==> config.mk <==
export PLATFORM = sky130hd
export DESIGN_NAME = lut_bank
export DESIGN_NICKNAME = d
export VERILOG_FILES = /design/src/rtl/lut_bank.sv
export SDC_FILE = /design/constraint.sdc
export NUM_CORES = 1
export LEC_CHECK = 0
export CAP_MARGIN = 30
export CORE_MARGIN = 2
export CORE_UTILIZATION = 45
export DETAILED_ROUTE_END_ITERATION = 12
export GPL_ROUTABILITY_DRIVEN = 0
export PLACE_DENSITY = 0.62
export SYNTH_ARGS = -nofsm -noshare
export SYNTH_HDL_FRONTEND = slang
export SYNTH_SLANG_ARGS = --single-unit
export TNS_END_PERCENT = 20
==> constraint.sdc <==
create_clock -name clk -period 3 [get_ports clk]
set_clock_uncertainty 0.05 [all_clocks]
set_input_delay 0.6 -clock clk [delete_from_list [all_inputs] [get_ports clk]]
set_output_delay 0.6 -clock clk [all_outputs]
set_load 0.01 [all_outputs]
==> src/rtl/lut_bank.sv <==
// lut_bank: runtime-loadable bank of OUT_N truth tables over IN_W inputs,
// evaluated per request or by an exhaustive hardware sweep.
module lut_bank #(
  parameter int IN_W  = 4,
  parameter int OUT_N = 10
) (
  input  logic                   clk,
  input  logic                   rst_n,
  input  logic                   cfg_valid,
  output logic                   cfg_ready,
  input  logic [4:0]             cfg_func,
  input  logic [(1<<IN_W)-1:0]   cfg_table,
  output logic                   cfg_err,
  input  logic                   in_valid,
  output logic                   in_ready,
  input  logic [IN_W-1:0]        in_vec,
  input  logic                   sweep_start,
  output logic                   out_valid,
  input  logic                   out_ready,
  output logic [OUT_N-1:0]       out_vec,
  output logic [IN_W-1:0]        out_idx,
  output logic                   out_last,
  output logic                   busy,
  output logic                   sweep_done
);

  localparam int D = 1 << IN_W;
  localparam logic [IN_W-1:0] LAST = IN_W'(D - 1);
  localparam logic [5:0] NF = 6'(OUT_N);

  typedef enum logic [1:0] {IDLE, SWEEP, DONE} state_t;

  state_t state, state_nx;
  logic [IN_W-1:0] cnt, cnt_nx;
  logic [D-1:0] tbl [OUT_N];

  logic slot_free, eval_acc, cfg_acc;
  logic issue, sweep_issue, fin;
  logic [IN_W-1:0] issue_idx;
  logic [OUT_N-1:0] issue_vec;

  assign slot_free = !out_valid || out_ready;
  assign eval_acc  = in_valid && in_ready;
  assign cfg_acc   = cfg_valid && cfg_ready;
  assign issue     = eval_acc || sweep_issue;
  assign issue_idx = sweep_issue ? cnt : in_vec;
  assign busy      = state != IDLE;

  always_comb begin
    issue_vec = '0;
    for (int j = 0; j < OUT_N; j++)
      issue_vec[j] = tbl[j][issue_idx];
  end

  always_comb begin
    state_nx    = state;
    cnt_nx      = cnt;
    cfg_ready   = 1'b0;
    in_ready    = 1'b0;
    sweep_issue = 1'b0;
    fin         = 1'b0;
    unique case (state)
      IDLE: begin
        cfg_ready = 1'b1;
        in_ready  = !sweep_start && slot_free;
        if (sweep_start) begin
          cnt_nx   = '0;
          state_nx = SWEEP;
        end
      end
      SWEEP: begin
        if (slot_free) begin
          sweep_issue = 1'b1;
          if (cnt == LAST) state_nx = DONE;
          else             cnt_nx   = cnt + 1'b1;
        end
      end
      DONE: begin
        if (out_valid && out_ready && out_last) begin
          fin      = 1'b1;
          state_nx = IDLE;
        end
      end
      default: state_nx = IDLE;
    endcase
  end

  always_ff @(posedge clk or negedge rst_n) begin
    if (!rst_n) begin
      state      <= IDLE;
      cnt        <= '0;
      sweep_done <= 1'b0;
      cfg_err    <= 1'b0;
    end else begin
      state      <= state_nx;
      cnt        <= cnt_nx;
      sweep_done <= fin;
      cfg_err    <= cfg_acc && ({1'b0, cfg_func} >= NF);
    end
  end

  // Result is captured at issue so later table writes cannot alter it
  always_ff @(posedge clk or negedge rst_n) begin
    if (!rst_n) begin
      out_valid <= 1'b0;
      out_vec   <= '0;
      out_idx   <= '0;
      out_last  <= 1'b0;
    end else if (issue) begin
      out_valid <= 1'b1;
      out_vec   <= issue_vec;
      out_idx   <= issue_idx;
      out_last  <= sweep_issue && (cnt == LAST);
    end else if (out_ready) begin
      out_valid <= 1'b0;
    end
  end

  always_ff @(posedge clk or negedge rst_n) begin
    if (!rst_n) begin
      for (int j = 0; j < OUT_N; j++)
        tbl[j] <= '0;
    end else begin
      for (int j = 0; j < OUT_N; j++)
        if (cfg_acc && cfg_func == 5'(j))
          tbl[j] <= cfg_table;
    end
  end

endmodule

==> impl_metrics.ini <==
[synthesis]
synth_fp_nets = 720
synth_edf_count = 0
yosys_warnings = 0
netlist_area_um2 = 8510
avgSynthCellArea_um2 = 12.4
synthTopCellsByArea = dfrtp_1, mux2_2, nand2_1
synthFlopType = dfrtp_1
async_flop_share_pct = 100
synth-seq-area-share_pct = 54.1
synth_top_area_share_pct = 54.1
synthDistinctLibCells = 48
synth_top_area_cell = dfrtp_1
syn_inst = 688
ys_seq_elements = 184

[routing]
drtIter0Drc = 488
antenna_left = 0
post-route-drc-count = 0
wire_per_inst_um = 21.1
route.vias.total = 5684
firstDrtPassIters = 5
wirelength_um = 21000
vias_per_cell = 5.72

[clocking]
htree_levels = 4
cts_sinks = 184
clk_path_buf_depth = 2
numCtsBuffers = 17
hold_buffers = 0
cts_root_buf = clkbuf_16
post_cts_buffers = 0
path_clk_slew_ns = 0.07
cts_tree = done
clk_latency_ns = 0.43
ctsResizeCount = 0

[critical_path]
slowest_stage = clkdlybuf4s50_1
crit_arrival_ns = 1.99
startpoint_type = input port
path_max_fanout = 5
r2r_start = state[0]
path_class = in2out
cpPeakStageDelay_ns = 0.49
cp.required_ns = 2.35
crit_top_cell = clkdlybuf4s50_1
cp-startpoint = out_ready
path_cells = clkdlybuf4s50_1 > buf_4 > nor2b_2 > nor3_1 > clkdlybuf4s50_1
endpoint_kind = output pin

[place]
hpwl_um = 14300
placed_cells = 961
io_buffers = 51

[power_and_ir_drop]
p_total_mw = 8.77
swShare_pct = 34.4
p_seq_share_pct = 36.7
p_int_mw = 5.75
p_sw_mw = 3.02
pwr-share-clk_pct = 26.3
peakVddDrop_uv = 485
leakage_nw = 4.70
power.density_nw_per_um2 = 870
p_comb_share_pct = 37.0

[timing]
setup_viol = 0
clock.fmax_mhz = 379
slew_violations = 0
rsz0062_at_grt = false
tightest_slew_ns = 0.715
fin_crit_sh_pct = 88.0
max_slew_margin_pct = 52.4
whs_ns = 0.136
hold_viol = 0
post-route-min-period_ns = 2.64

[final_layout]
antenna_cells = 0
multi_input_area_um2 = 3660
seqCellArea_um2 = 4600
finalNetCount = 778
fill_cells = 1577
area_delta_synth_final_pct = 18.4
layout-drive-gt1-share_pct = 33.7
stdcell_count = 993

[global_routing]
grt_first_pass_wirelength_um = 33600
track_usage_pct = 22.1
grt_overflow = 0
grt_antenna_before_repair = 0
grt_pass1_vias = 5955
grt_max_degree = 70

[floorplan]
die-area_um2 = 20000
die_x_um = 142
core-area_um2 = 18600
initial_utilization_pct = 45.7
fp-row-count = 50
die_y_um = 142
io_pins = 52

[run]
maxCapViolCount = 0

[min_path]
hp-class = in2async

[run_status]
status = finished, final reports clean
==> layout make-up <==
cell class	instances	area share (%)
inverter	3	0.112
timing repair buffer	90	8.97
multi-input combinational	450	36.3
clock buffer	22	4.60
clock inverter	10	1.44
sequential	184	45.7
tap	234	2.90
==> power by group through the flow <==
stage               combinational (mW)  clock, mW  sequential, mW
floorplan                         1.98          0            3.20
global placement                  3.17          0            3.24
detailed placement                3.24          0            3.26
CTS                               3.25       2.34            3.21
global route                      3.51       2.45            3.27
finish                            3.25       2.30            3.22
==> kinds of logic after synthesis <==
| kind of cell | synth area share [%] |
|---|---|
| AOI/OAI and AO/OA | 4.48 |
| xor gates and xnor gates | 0.103 |
| adders and majority gates | 0.147 |
| buffers and inverters | 3.09 |
| DFF | 54.1 |
| muxes | 27.1 |
| and+or+nand+nor | 11.0 |
==> registers in the layout, indices dropped and copies added, names as in the netlist <==
register / flops
tbl: 160
out_vec: 10
cnt: 4
out_idx: 4
state: 2
cfg_err: 1
out_last: 1
out_valid: 1
sweep_done: 1
==> cell usage after synthesis, types with 3 or more instances <==
cell,n
clkbuf_1,15
dfrtp_1,184
buf_6,3
a22oi_1,6
a21oi_1,8
mux2_1,3
a31oi_1,14
inv_1,3
nand2b_1,3
nor2_2,4
nand2_1,101
o21ai_0,10
buf_1,19
nor2_1,22
nand4_1,3
mux4_2,9
nand3_1,39
buf_4,4
buf_2,9
mux2_2,159
nor3_2,5
a32oi_1,13
mux2i_1,23
==> routing by layer <==
metal | track usage (%) | vias up | routed length, um
li1 | - | 2566 | -
met1 | 30.5 | 2960 | 9570
met2 | 35.6 | 131 | 10300
met3 | 4.49 | 27 | 817
met4 | 6.37 | 0 | 330
met5 | 0 | - | 0
==> metrics by stage <==
step / setup slack [ns] / util (%) / instance area [um^2] / TNS, ns
2_1_floorplan: 0.558 / - / 8510 / 0
3_3_place_gp: 0.0497 / 50.8 / 9470 / 0
3_5_place_dp: -0.00365 / 50.8 / 9470 / -0.00365
4_1_cts: 0.338 / 54.1 / 10100 / 0
5_1_grt: 0.292 / 54.1 / 10100 / 0
6_report: 0.359 / 54.1 / 10100 / 0
==> worst max-delay path, delay by kind of cell <==
family,cells,cell delay [ns]
buffers and inverters,3,1.06
AND/OR/NAND/NOR,2,0.34
==> cell usage in the layout (no fill, tap or decap), drive strengths merged, types with 5 or more instances in the layout <==
cell type	synthesis	final
o21ai	10	10
clkbuf	15	22
a31oi	14	14
a32oi	13	13
clkinvlp	0	5
mux2i	24	24
nor2	27	27
nand2	101	101
nor3	8	8
dfrtp	184	184
nand3	39	39
mux2	162	162
buf	36	40
nand2b	5	5
a21oi	8	8
clkdlybuf4s50	0	50
a22oi	6	6
mux4	10	10
==> worst paths after layout <==
kind                              end  slack (ns)  cells past startpoint
setup / recovery             in_ready        0.36                      5
hold / removal               tbl[129]        0.14                      1
setup reg to reg           out_vec[3]        0.46                      9
hold reg to reg            out_idx[0]        0.44                      2
max in group asynchronous      cnt[2]        1.98                      2
min in group clk           out_idx[0]        0.44                      2
Note: power is estimated with default switching activity, not from simulation.
